--- src/rtl/pe_array_seq_ctrl_pkg.sv ---
// Shared encodings for the PE array sequencer: precision fields, FSM states,
// default alignment latencies and a saturating counter helper.
package pe_array_seq_ctrl_pkg;

   localparam logic [1:0] PREC_2B  = 2'b00;
   localparam logic [1:0] PREC_4B  = 2'b01;
   localparam logic [1:0] PREC_8B  = 2'b10;
   localparam logic [1:0] PREC_ILL = 2'b11;

   localparam int RD_LAT_DEF   = 1;
   localparam int PSUM_LAT_DEF = 2;

   typedef enum logic [1:0] {
      ST_IDLE,
      ST_ISSUE,
      ST_DRAIN,
      ST_DONE
   } seq_state_e;

   // Both the activation and the weight field must name a supported width.
   function automatic logic prec_legal(input logic [3:0] prec);
      return (prec[3:2] != PREC_ILL) && (prec[1:0] != PREC_ILL);
   endfunction

   function automatic logic [31:0] sat_inc32(input logic [31:0] v);
      return (&v) ? v : v + 32'd1;
   endfunction

endpackage

--- src/rtl/pe_seq_tag_pipe.sv ---
// Depth-N shift register with synchronous clear; delays a small tag vector
// by exactly DEPTH clock cycles.
module pe_seq_tag_pipe #(
   parameter int W     = 3,
   parameter int DEPTH = 1
) (
   input  logic         clk,
   input  logic         clr,
   input  logic [W-1:0] din,
   output logic [W-1:0] dout
);

   logic [W-1:0] stage_q [DEPTH];
   logic [W-1:0] stage_d [DEPTH];

   always_comb begin
      stage_d[0] = din;
      for (int i = 1; i < DEPTH; i++) begin
         stage_d[i] = stage_q[i-1];
      end
   end

   always_ff @(posedge clk) begin
      if (clr) begin
         for (int i = 0; i < DEPTH; i++) begin
            stage_q[i] <= '0;
         end
      end else begin
         stage_q <= stage_d;
      end
   end

   assign dout = stage_q[DEPTH-1];

endmodule

--- src/rtl/pe_array_seq_ctrl.sv ---
// Job sequencer for a 16-row bit-fusion PE array. Optional macro
// PE_SEQ_PERF_CNT_EN adds saturating busy/stall cycle counters.
module pe_array_seq_ctrl
   import pe_array_seq_ctrl_pkg::*;
#(
   parameter int ADDR_W   = 12,
   parameter int STEP_W   = 10,
   parameter int TILE_W   = 8,
   parameter int RD_LAT   = RD_LAT_DEF,
   parameter int PSUM_LAT = PSUM_LAT_DEF
) (
   input  logic              CLK,
   input  logic              RST,
   input  logic              i_Start,
   input  logic [3:0]        i_Precision,
   input  logic [STEP_W-1:0] i_Num_Steps,
   input  logic [TILE_W-1:0] i_Num_Tiles,
   input  logic [ADDR_W-1:0] i_Base_Addr,
   input  logic              i_Stall,
   output logic              o_Busy,
   output logic              o_Rd_En,
   output logic [ADDR_W-1:0] o_Rd_Addr,
   output logic [3:0]        o_Precision,
   output logic              o_Sel_Bias,
   output logic              o_Core_Vld,
   output logic              o_Flush,
   output logic              o_Psum_Vld,
   output logic              o_Cfg_Err,
`ifdef PE_SEQ_PERF_CNT_EN
   output logic [31:0]       o_Busy_Cycles,
   output logic [31:0]       o_Stall_Cycles,
`endif
   output logic              o_Done
);

   seq_state_e        state_q, state_d;
   logic              busy_q, busy_d;
   logic              done_q, done_d;
   logic              cfg_err_q, cfg_err_d;
   logic [3:0]        prec_q, prec_d;
   logic [STEP_W-1:0] num_steps_q, num_steps_d, step_cnt_q, step_cnt_d;
   logic [TILE_W-1:0] num_tiles_q, num_tiles_d, tile_cnt_q, tile_cnt_d;
   logic [TILE_W-1:0] psum_cnt_q, psum_cnt_d;
   logic [ADDR_W-1:0] addr_q, addr_d;
`ifdef PE_SEQ_PERF_CNT_EN
   logic [31:0]       busy_cyc_q, busy_cyc_d, stall_cyc_q, stall_cyc_d;
`endif

   logic       rd_en, last_step, last_tile, accept;
   logic [2:0] tag_in, tag_out;
   logic       flush, psum_vld;

   always_comb begin
      state_d     = state_q;
      busy_d      = busy_q;
      done_d      = 1'b0;
      cfg_err_d   = 1'b0;
      prec_d      = prec_q;
      num_steps_d = num_steps_q;
      num_tiles_d = num_tiles_q;
      step_cnt_d  = step_cnt_q;
      tile_cnt_d  = tile_cnt_q;
      psum_cnt_d  = psum_cnt_q;
      addr_d      = addr_q;
      accept      = 1'b0;

      rd_en     = (state_q == ST_ISSUE) && !i_Stall;
      last_step = (step_cnt_q == num_steps_q - STEP_W'(1));
      last_tile = (tile_cnt_q == num_tiles_q - TILE_W'(1));

      // Psums from earlier tiles may retire while later tiles are still issuing.
      if (psum_vld) begin
         psum_cnt_d = psum_cnt_q + TILE_W'(1);
      end

      case (state_q)
         ST_IDLE: begin
            if (i_Start) begin
               if (!prec_legal(i_Precision)) begin
                  cfg_err_d = 1'b1;
               end else if (i_Num_Steps == '0 || i_Num_Tiles == '0) begin
                  accept  = 1'b1;
                  state_d = ST_DONE;
                  done_d  = 1'b1;
               end else begin
                  accept      = 1'b1;
                  state_d     = ST_ISSUE;
                  busy_d      = 1'b1;
                  prec_d      = i_Precision;
                  num_steps_d = i_Num_Steps;
                  num_tiles_d = i_Num_Tiles;
                  addr_d      = i_Base_Addr;
                  step_cnt_d  = '0;
                  tile_cnt_d  = '0;
                  psum_cnt_d  = '0;
               end
            end
         end
         ST_ISSUE: begin
            if (rd_en) begin
               addr_d = addr_q + ADDR_W'(1);
               if (last_step) begin
                  step_cnt_d = '0;
                  tile_cnt_d = tile_cnt_q + TILE_W'(1);
                  if (last_tile) begin
                     state_d = ST_DRAIN;
                  end
               end else begin
                  step_cnt_d = step_cnt_q + STEP_W'(1);
               end
            end
         end
         ST_DRAIN: begin
            if (psum_vld && (psum_cnt_q == num_tiles_q - TILE_W'(1))) begin
               state_d = ST_DONE;
               done_d  = 1'b1;
               busy_d  = 1'b0;
            end
         end
         default: begin
            state_d = ST_IDLE;
            busy_d  = 1'b0;
         end
      endcase

`ifdef PE_SEQ_PERF_CNT_EN
      busy_cyc_d  = busy_cyc_q;
      stall_cyc_d = stall_cyc_q;
      if (accept) begin
         busy_cyc_d  = '0;
         stall_cyc_d = '0;
      end else begin
         if (busy_q) begin
            busy_cyc_d = sat_inc32(busy_cyc_q);
         end
         if (state_q == ST_ISSUE && i_Stall) begin
            stall_cyc_d = sat_inc32(stall_cyc_q);
         end
      end
`endif
   end

   always_ff @(posedge CLK) begin
      if (RST) begin
         state_q     <= ST_IDLE;
         busy_q      <= 1'b0;
         done_q      <= 1'b0;
         cfg_err_q   <= 1'b0;
         prec_q      <= '0;
         num_steps_q <= '0;
         num_tiles_q <= '0;
         step_cnt_q  <= '0;
         tile_cnt_q  <= '0;
         psum_cnt_q  <= '0;
         addr_q      <= '0;
`ifdef PE_SEQ_PERF_CNT_EN
         busy_cyc_q  <= '0;
         stall_cyc_q <= '0;
`endif
      end else begin
         state_q     <= state_d;
         busy_q      <= busy_d;
         done_q      <= done_d;
         cfg_err_q   <= cfg_err_d;
         prec_q      <= prec_d;
         num_steps_q <= num_steps_d;
         num_tiles_q <= num_tiles_d;
         step_cnt_q  <= step_cnt_d;
         tile_cnt_q  <= tile_cnt_d;
         psum_cnt_q  <= psum_cnt_d;
         addr_q      <= addr_d;
`ifdef PE_SEQ_PERF_CNT_EN
         busy_cyc_q  <= busy_cyc_d;
         stall_cyc_q <= stall_cyc_d;
`endif
      end
   end

   // Tags ride alongside each read so they line up with the returning operand data.
   assign tag_in = {(step_cnt_q == '0), last_step, rd_en};

   pe_seq_tag_pipe #(.W(3), .DEPTH(RD_LAT)) u_tag_pipe (
      .clk  (CLK),
      .clr  (RST),
      .din  (tag_in),
      .dout (tag_out)
   );

   assign flush = tag_out[1] & tag_out[0];

   pe_seq_tag_pipe #(.W(1), .DEPTH(PSUM_LAT)) u_psum_pipe (
      .clk  (CLK),
      .clr  (RST),
      .din  (flush),
      .dout (psum_vld)
   );

   assign o_Busy      = busy_q;
   assign o_Rd_En     = rd_en;
   assign o_Rd_Addr   = addr_q;
   assign o_Precision = prec_q;
   assign o_Sel_Bias  = tag_out[2] & tag_out[0];
   assign o_Core_Vld  = tag_out[0];
   assign o_Flush     = flush;
   assign o_Psum_Vld  = psum_vld;
   assign o_Cfg_Err   = cfg_err_q;
   assign o_Done      = done_q;
`ifdef PE_SEQ_PERF_CNT_EN
   assign o_Busy_Cycles  = busy_cyc_q;
   assign o_Stall_Cycles = stall_cyc_q;
`endif

endmodule

--- config.mk ---
export PLATFORM = sky130hd
export DESIGN_NAME = pe_array_seq_ctrl
export DESIGN_NICKNAME = d
export VERILOG_FILES = /design/src/rtl/pe_array_seq_ctrl_pkg.sv /design/src/rtl/pe_seq_tag_pipe.sv /design/src/rtl/pe_array_seq_ctrl.sv
export SDC_FILE = /design/constraint.sdc
export NUM_CORES = 1
export LEC_CHECK = 0
export CORE_MARGIN = 2
export CORE_UTILIZATION = 50
export DETAILED_ROUTE_END_ITERATION = 6
export GPL_TIMING_DRIVEN = 0
export PLACE_DENSITY_LB_ADDON = 0.12
export SETUP_SLACK_MARGIN = 0.15
export SYNTH_ARGS = -nofsm -noshare
export SYNTH_HDL_FRONTEND = slang
export SYNTH_SLANG_ARGS = --single-unit
--- constraint.sdc ---
create_clock -name CLK -period 6.55 [get_ports CLK]
set_input_delay 0.9825 -clock CLK [delete_from_list [all_inputs] [get_ports CLK]]
set_output_delay 0.9825 -clock CLK [all_outputs]
set_load 0.02 [all_outputs]
Yosys cells after proc, flatten, opt, wreduce, memory -nomap -nowiden

Cells that the tools add are included.

Bits of input ports: 38
Register bits: 70

Equality and inequality tests: 14
Reduce and logical (&&, ||, !) cells: 16
Muxes and demuxes: 41
Bitwise operators: 6
$add $sub $neg: 6

Operators with widths:

| operator              | count |
|---|---|
| $mux 8                | 10 |
| $mux 10               | 5 |
| $mux 12               | 4 |
| $pmux 12 s2           | 1 |
| $logic_not 10->1      | 2 |
| $pmux 10 s2           | 1 |
| $ne 2x2->1 const B    | 9 |
| $add 8x1->8 const B   | 2 |
| $eq 8x8->1            | 2 |
| $pmux 8 s2            | 1 |
| $mux 2                | 7 |
| $add 12x1->12 const B | 1 |
| $reduce_and 6->1      | 2 |
| $add 10x1->10 const B | 1 |
| $eq 10x10->1          | 1 |
| $reduce_and 5->1      | 2 |
| $sub 10x1->10 const B | 1 |
| $mux 1                | 9 |
| $logic_not 8->1       | 1 |
| $sub 8x1->8 const B   | 1 |
| $pmux 2 s3            | 1 |
| $not 1->1             | 4 |
| $reduce_and 4->1      | 1 |
| $logic_and 1x1->1     | 3 |
| 10 further kinds      | 11 |

Longest topological paths before layout

Gate-level depths: netlist (run 1).

Depth in word-level cells: 6
Gate-level depth with buffers: 10
Mapped depth without buffers: 9

Modules after synthesis

From an unflattened synthesis (run 1), not the netlist that was laid out.

Cell total of the unflattened synthesis: 461
Area total of the unflattened synthesis: 3877.5 sq um

By module, submodules not included:

| module                         | cells an instance | instances | area each (sq um) |
|---|---|---|---|
| pe_array_seq_ctrl              | 451               | 1         | 3746.1 |
| pe_seq_tag_pipe at u_tag_pipe  | 6                 | 1         | 78.8 |
| pe_seq_tag_pipe at u_psum_pipe | 4                 | 1         | 52.6 |

Least setup slack after synthesis (run 1)

Ideal clock, no wire load.

Kind: input -> register
Start point: input port i_Precision[1]
End point: register step_cnt_q[6]
Required time: 6464 ps
Cell stages on the path: 6
Path slack: 3886 ps
Arrival time: 2579 ps
Path buffers: 0
Path through: a22oi_2 nand4_1 a211oi_1 nand4_1 or3_1 a211oi_1

Longest elaborated chain between the ends: 4

Ends and longest elaborated chain:

| what                              | RTL line                    | RTL |
|---|---|---|
| start, declared                   | pe_array_seq_ctrl.sv:15     | `input logic [3:0] i_Precision,` |
| $ne 2x2->1                        | pe_array_seq_ctrl_pkg.sv:22 | `return (prec[3:2] != PREC_ILL) && (prec[1:0] != PREC_ILL);` |
| $logic_and 1x1->1                 | pe_array_seq_ctrl_pkg.sv:22 |  |
| $ne 2x2->1 (no source line)       | --                          |  |
| $reduce_and 5->1 (no source line) | --                          |  |
| end signal, assigned              | pe_array_seq_ctrl.sv:168    | `step_cnt_q <= step_cnt_d;` |
| end, declared                     | pe_array_seq_ctrl.sv:41     | `logic [STEP_W-1:0] num_steps_q, num_steps_d, step_cnt_q, step_cnt_d;` |

No other way between the ends.
A chain may end at the register's enable or synchronous reset.

Worst setup path in the final report (run 1)

Start point: register state_q[1]
End point: output port o_Rd_En

Longest elaborated chain between the ends: 2

Ends and longest elaborated chain:

| what                   | RTL line                 | RTL |
|---|---|---|
| start, declared        | pe_array_seq_ctrl.sv:36  | `seq_state_e state_q, state_d;` |
| start signal, assigned | pe_array_seq_ctrl.sv:161 | `state_q <= state_d;` |
| $eq 2x1->1             | pe_array_seq_ctrl.sv:67  | `rd_en = (state_q == ST_ISSUE) && !i_Stall;` |
| $logic_and 1x1->1      | pe_array_seq_ctrl.sv:67  |  |
| end, declared          | pe_array_seq_ctrl.sv:21  | `output logic o_Rd_En,` |

No other way between the ends.

==> results.md, run 1 <==
- Status: finished clean
- Slowest stage cell, crit path: clkdlybuf4s50_1
- Die Area: 9006 um2
- Setup Buffers After CTS: 0
- Io pins: between 60 and 70
- Worst r2r src: num_tiles_q[0]
- Nets: 605
- PwrDens: ~330 nW/um2
- Combinational Power Share: 46.0%
- Largest family of logic cells by synthesized area: simple AND/OR/NAND/NOR gates
- Pwr Total: roughly 1700 uW
- Clk_lat worst skew: roughly 0.35 ns
- FMAX: roughly 260 MHz
- Crit-path cells: inv_1 -> ha_1 -> clkbuf_1 -> inv_1 -> clkbuf_1 -> clkbuf_1 -> nor2_1 -> clkdlybuf4s50_1
- Measured slew at the worst slew-check pin: 0.7055 ns
- Reg-to-reg slack, setup: 3.87 ns
- Switching Share: 40.79%
- P_leak: slightly below 0.002 uW
- VDD IR max: ~0.31 mV
- RePlAce Congestion: approximately 0.85
- Max-slew headroom: a little over half
- Min Tclk post-route: slightly below 4 ns
- Site row count: 33
- CP Max Fanout: 10
- Grt ovf: 0
- Sequential area share after synthesis: approximately 34%
- Vias in the first global route: about 3600
- Die extent in x: 94.90 um
- Cell taking the most area after synthesis: dfxtp_1
- Setup TNS: 0 ns
- Core area: between 8000 and 9000 um2
- Final Hold Viols: 0
- Final WS setup: between 2 and 3 ns
- Met2 WL post-DR: 4479 um
- RSZ-0062 raised after global routing: false
- Number of clock sinks: 70
- Worst setup path class: flip-flop to output pin
- Post-route ant nets: 0
- Worst R2R Path Depth: 9
- Synth Area in Simple Gates: roughly 26%
- Share of the synthesized area in the top cell type: between 30 and 40%
- Synth warn: 0
- Buffers and inverters on the worst path: 6
- Antenna Cells: 0
- Routed length on met3: approximately 630 um
- Compound-Gate Fraction of Synth Area: approximately 16%
- First-pass GRT wire length: 16810 um
- Area growth from synthesis to layout: 22.56%
- Routed len/inst: 15.23 um
- Area share of fa/ha/maj cells after synthesis: between 3 and 4%
- Share of cells above drive strength 1: between 8 and 9%
- Seq cells post-synth: 70
- Clock Pin Slew Worst Setup and Hold Paths: ~0.07 ns
- Top_reg_cell synth: dfxtp_1
- Final setup skew: approximately 0.014 ns
- Synth async-reset ratio: 0%
- Hold path start: u_psum_pipe.stage_d[0]
- Top cell by count, worst path: clkbuf_1
- Clock power frac: 20.9%
- Drt first pass iters: 6
- WL met1: between 4000 and 5000 um
- Initial Utilization: 51.05%
- Max-cap violations: 0
- Port bufs: 60
- Final Cycle Share: between 50% and 60%
- Worst hold path type: flip-flop to flip-flop
- Via Count: between 3000 and 4000
- Clock tree from TritonCTS: built
- EDFF count, synth: 0
- CTS Buf Count: 9
- Internal power: roughly 1000 uW
- Crit-path max cell delay: ~0.55 ns
- Unique masters post-synth: 74
- Initial DRC Count: roughly 100
- Root Driver: clkbuf_8
- DP Cell Count: 650
- Post-Synth XOR/XNOR Area: 8.692%
- Startpoint types: flip-flop
- Pins Over Slew Limit: 0
- Cells after Synth: between 400 and 500
- Initial antenna violation count: 0
- Hold buffers post-CTS: 0
- Hold path endpoint: u_psum_pipe.dout
- Uppermost layer routed: met4
- Worst EP required: about 5.6 ns
- Clock Path Buffers: 2
- Crit path DAT: 2.93 ns
- Sw power: between 600 and 700 uW
- Synthesized area: ~4100 um2
- Largest net degree at the start of global routing: 13
- Drt drc: 0
- CP endpoint kind: output pin
- Pre-CTS setup slack: 2.830 ns
- Final Util: a little over three fifths
- Die Height: between 90 and 100 um
- Syn Nets: 534
- Delay-heaviest family, CP: buffers and inverters
- Detailed placer's ending HPWL: ~7600 um
- Multiplexer share of the synthesized area: between 6 and 7%
- Vias/cell: roughly 5.7
- GRT Resource Usage Total: a little under a quarter
- CTS H-tree depth: 3
- Largest cells by area after synthesis: dfxtp_1, mux2i_1, nor2_1
- Post-CTS Resized: 0
- Final Setup Violations: 0
- Post-Layout Cell Count: about 670
- Sequential Power Share: approximately 33%
- Mean Syn Cell Area: about 8.5 um2
- WHS Path Cells: 1
- Final wirelength: 10150 um
- Reg-to-reg endpoint: state_q[0]
==> flip-flops by register name, indices dropped and copies added (netlist names) <==
| signal | count |
|---|---|
| o_Rd_Addr | 12 |
| num_steps_q | 10 |
| step_cnt_q | 10 |
| num_tiles_q | 8 |
| psum_cnt_q | 8 |
| tile_cnt_q | 8 |
| o_Precision | 4 |
| u_tag_pipe.dout | 3 |
| state_q | 2 |
| o_Busy | 1 |
| o_Cfg_Err | 1 |
| o_Done | 1 |
| u_psum_pipe.dout | 1 |
| u_psum_pipe.stage_d | 1 |
==> cells in the final DEF (no fill, tap or decap), types with 16 or more instances in the layout <==
| master | n |
|---|---|
| nor2_1 | 65 |
| dfxtp_1 | 70 |
| nand3_1 | 19 |
| inv_1 | 17 |
| nand2_1 | 35 |
| clkbuf_1 | 18 |
| a21oi_1 | 26 |
| mux2i_1 | 27 |
| nor3_1 | 16 |
| clkdlybuf4s50_1 | 60 |
==> cells in the mapped netlist, types with 2 or more instances <==
cell      number
nor3_1        16
nor4_1         9
a211oi_1      10
and2_1         7
nand2_1       35
nor2b_1        3
xor2_1        13
a22oi_1        2
ha_1          11
a21oi_1       26
buf_6          7
o21ai_0       15
nor4_2         2
mux2i_1       27
xnor3_1        4
nand3_1       19
clkbuf_1      17
or3_1          5
buf_1          2
and3_1         5
dfxtp_1       70
or4_1          8
and3b_1        2
o22ai_1        3
a31oi_1        3
o21a_1         2
o311ai_0       2
nor2_1        65
a211oi_2       2
xnor2_1       15
nand4_1       10
inv_1         17
a211o_1        2
nand3b_1       3
o31ai_1        7
==> stage by stage <==
stage / hold slack, ns / instance area (um2)
6_report: 0.4470 / 5064
5_1_grt: 0.4763 / 5064
4_1_cts: 0.4512 / 5064
3_5_place_dp: 0.4350 / 4863
3_3_place_gp: 0.4305 / 4863
2_1_floorplan: 0.4138 / 4131
==> power groups by stage <==
stage | clock, uW | sequential, uW | combinational [uW]
floorplan | 0 | 593 | 502
global placement | 0 | 563 | 756
detailed placement | 0 | 564 | 772
finish | 353 | 557 | 776
CTS | 358 | 555 | 777
global route | 380 | 568 | 854
==> per-layer routing <==
layer | GRT usage (%) | up-vias
met5 | 0 | -
met4 | 9.783 | 0
met3 | 4.469 | 10
met2 | 38.30 | 95
met1 | 31.59 | 1781
li1 | - | 1903
==> worst max path at each step <==
stage	from	to	slack, ns	cells after the start
floorplan	i_Precision[1]	step_cnt_q[6]	3.89	6
global placement	i_Num_Steps[4]	o_Rd_Addr[6]	2.87	10
CTS	state_q[1]	o_Rd_En	2.63	8
global route	state_q[1]	o_Rd_En	2.39	8
detailed placement	i_Num_Steps[4]	o_Rd_Addr[5]	2.83	10
finish	state_q[1]	o_Rd_En	2.64	8
==> worst reg2reg max path, stage by stage (launching register included) <==
cell and delay [ns]:
dfxtp_1 0.47, inv_1 0.08, ha_1 0.33, xnor2_1 0.15
a2111oi_0 0.37, o41ai_1 0.14, nor4b_1 0.29, nand4_1 0.18
a211o_2 0.39, a211oi_2 0.21
==> cells by family after synthesis <==
| kind of cell | count (synthesis) |
|---|---|
| AOI/OAI and AO/OA | 94 |
| xor gates and xnor gates | 33 |
| buffers and inverters | 46 |
| DFF | 70 |
| and+or+nand+nor | 203 |
| adders and majority gates | 11 |
| muxes | 28 |
==> final cells by class <==
class	instances	area [um2]
clock inverters	5	58.81
multi-input cells	369	2489
well taps	105	131.4
repair buffers	60	600.6
clock buffers	11	141.4
fillers	736	3029
inverters	17	63.81
flip-flops and latches	70	1401
plain buffers	29	177.7
Power figures use the tool's default switching activity.
==> run 2, diff against run 1 <==
clock period = 3.75 ns   (was 6.55 ns; I/O delays follow)
==> run 2 against run 1 <==
Compared with the run above:
- clock power grew 75%
- count of clock-buffer cells in the layout is the same
- global-route usage is the same
- non-clock buffer count is the same
- first-iteration DRC count shrank 2.9%
- register-to-register slack lost 2.8 ns
- highest routed layer unchanged
==> results.md, run 2 (synthesis results as in run 1) <==
- Nets: 605 (unchanged)
- Busiest grt layer: met2 (unchanged)
- Initial DRC Count: 99 (was 102)
- Die Height: 94.90 um (unchanged)
- Number of clock sinks: 70 (unchanged)
- Port bufs: 60 (unchanged)
- Crit-path cells: inv_1 -> ha_1 -> clkbuf_2 -> inv_1 -> clkbuf_1 -> clkbuf_2 -> nor2_1 -> clkdlybuf4s50_1 (was inv_1 -> ha_1 -> clkbuf_1 -> inv_1 -> clkbuf_1 -> clkbuf_1 -> nor2_1 -> clkdlybuf4s50_1)
- Startpoint types: flip-flop (unchanged)
- Post-Layout Cell Count: 666 (unchanged)
- Buffers and inverters on the worst path: 6 (unchanged)
- Slowest stage cell, crit path: clkdlybuf4s50_1 (unchanged)
- Clock tree from TritonCTS: built (unchanged)
- Share of cells above drive strength 1: 8.378% (was 8.021%)
- FMAX: about 300 MHz
- Initial Utilization: 51.05% (unchanged)
- Min Tclk post-route: about 3.3 ns
- Clock Pin Slew Worst Setup and Hold Paths: 0.08 ns (was 0.07 ns)
- CP Max Fanout: 10 (unchanged)
- Worst setup path class: flip-flop to output pin (unchanged)
- CTS H-tree depth: 3 (unchanged)
- GRT Resource Usage Total: 23.88% (unchanged)
- Final wirelength: 10170 um (was 10150 um)
- Drt first pass iters: 5 (was 6)
- Initial antenna violation count: 0 (unchanged)
- Worst hold path type: input port to flip-flop (was flip-flop to flip-flop)
- Met2 usage: 38.30% (unchanged)
- CP endpoint kind: output pin (unchanged)
- Largest net degree at the start of global routing: 13 (unchanged)
- Pre-CTS setup slack: 0.4503 ns (was 2.830 ns)
- Most frequent cells in the layout: dfxtp_1, nor2_1, clkdlybuf4s50_1, nand2_1, mux2i_1 (unchanged)
- Final WS setup: 0.4714 ns (was 2.642 ns)
- Routed len/inst: 15.27 um (was 15.23 um)
- Final setup skew: 0.01300 ns (was 0.01371 ns)
- Crit-path max cell delay: 0.54 ns (was 0.55 ns)
- Sequential Area: 1401 um2 (unchanged)
- Io pins: 62 (unchanged)
- Post-route ant nets: 0 (unchanged)
- Final Hold Viols: 0 (unchanged)
- Measured slew at the worst slew-check pin: 0.7053 ns (was 0.7055 ns)
- Max-slew headroom: 52.98% (was 52.96%)
- Hold buffers post-CTS: 0 (unchanged)
- Final Setup Violations: 0 (unchanged)
- Worst EP required: 3.19 ns (was 5.57 ns)
- Grt met1 use: 31.59% (unchanged)
- CTS Buf Count: 9 (unchanged)
- VDD IR max: 0.5428 mV (was 0.3078 mV)
- Antenna Cells: 0 (unchanged)
- Most common cell after layout, fill and taps aside: dfxtp_1 (unchanged)
- First-pass GRT wire length: 16810 um (unchanged)
- Clk_lat worst skew: 0.35 ns (about the same)
- Die Area: 9006 um2 (unchanged)
- Site row count: 33 (unchanged)
- Met3 usage: 4.469% (unchanged)
- Multi-input gate area: 2489 um2 (unchanged)
- Die extent in x: 94.90 um (unchanged)
- Fillcell total: 735 (was 736)
- Vias/cell: 5.709 (was 5.689)
- Vias in the first global route: 3599 (unchanged)
- Area growth from synthesis to layout: 22.62% (was 22.56%)
- Pins Over Slew Limit: 0 (unchanged)
- Core area: 8093 um2 (unchanged)
- Crit path DAT: 2.72 ns (was 2.93 ns)
- Setup TNS: 0 ns (unchanged)
- DP Cell Count: 650 (unchanged)
- Final Cycle Share: 87.43%
- RSZ-0062 raised after global routing: false (unchanged)
- Max FFs per register: 12 (unchanged)
- Max-cap violations: 0 (unchanged)
- Drt drc: 0 (unchanged)
- Root Driver: clkbuf_8 (unchanged)
- RePlAce Congestion: 0.8504 (unchanged)
- Clock Path Buffers: 2 (unchanged)
- P_leak: 0.001929 uW (was 0.001923 uW)
- Final Util: 62.60% (was 62.57%)
- Via Count: 3802 (was 3789)
- Delay-heaviest family, CP: buffers and inverters (unchanged)
- Status: finished clean (unchanged)
- Detailed placer's ending HPWL: 7562 um (unchanged)
- PwrDens: 582.3 nW/um2 (was 332.9 nW/um2)
- Grt ovf: 0 (unchanged)
## run 2: changes by cell type in the layout (fill, tap and decap cells not counted)
cell / change
clkbuf_1: -2
clkbuf_2: +2
## run 2: path summary, 6_finish.rpt
kind	start	to	slack, ns	cells after the start
worst max-delay path	state_q[1]	o_Rd_En	0.47	8
worst min-delay path	RST	step_cnt_q[6]	0.43	2
worst max register to register	num_tiles_q[0]	state_q[0]	1.06	9
worst min register to register	u_psum_pipe.stage_d[0]	u_psum_pipe.dout	0.45	1
## run 2: final cells by class
class	instances	share of cell area [%]
Clock buffer	11	2.791
Inverter	17	1.260
Buffer	29	3.556
Tap cell	105	2.593
Timing Repair Buffer	60	11.85
Multi-Input combinational cell	369	49.12
Clock inverter	5	1.161
Sequential cell	70	27.66
## run 2: through the flow
step / total power [uW] / cell area [um2] / hold WS, ns
after CTS: 2954 / 5064 / 0.4265
final: 2950 / 5066 / 0.4321
after global placement: 2303 / 4863 / 0.4305
after global routing: 3151 / 5066 / 0.4257
after detailed placement: 2333 / 4863 / 0.4350
after floorplan: 1912 / 4131 / 0.4138
## run 2: report_power, final
group	switching, uW	internal (uW)
Sequential	122	851
Clock	293	325
Combinational	789	570
Total	1200	1750
## run 2: metal layers
metal  part of all wire [%]  vias to the layer above  routed length [um]
li1                       -                     1903                   -
met1                     48                     1781                4846
met2                     44                      102                4486
met3                    6.1                       16                 620
met4                    2.1                        0                 213
met5                      0                        -                   0
## run 2: what timing repair did
item	CTS	global route
endpoints found under the setup margin	0	1
setup buffers	0	0
gates resized for setup	0	4
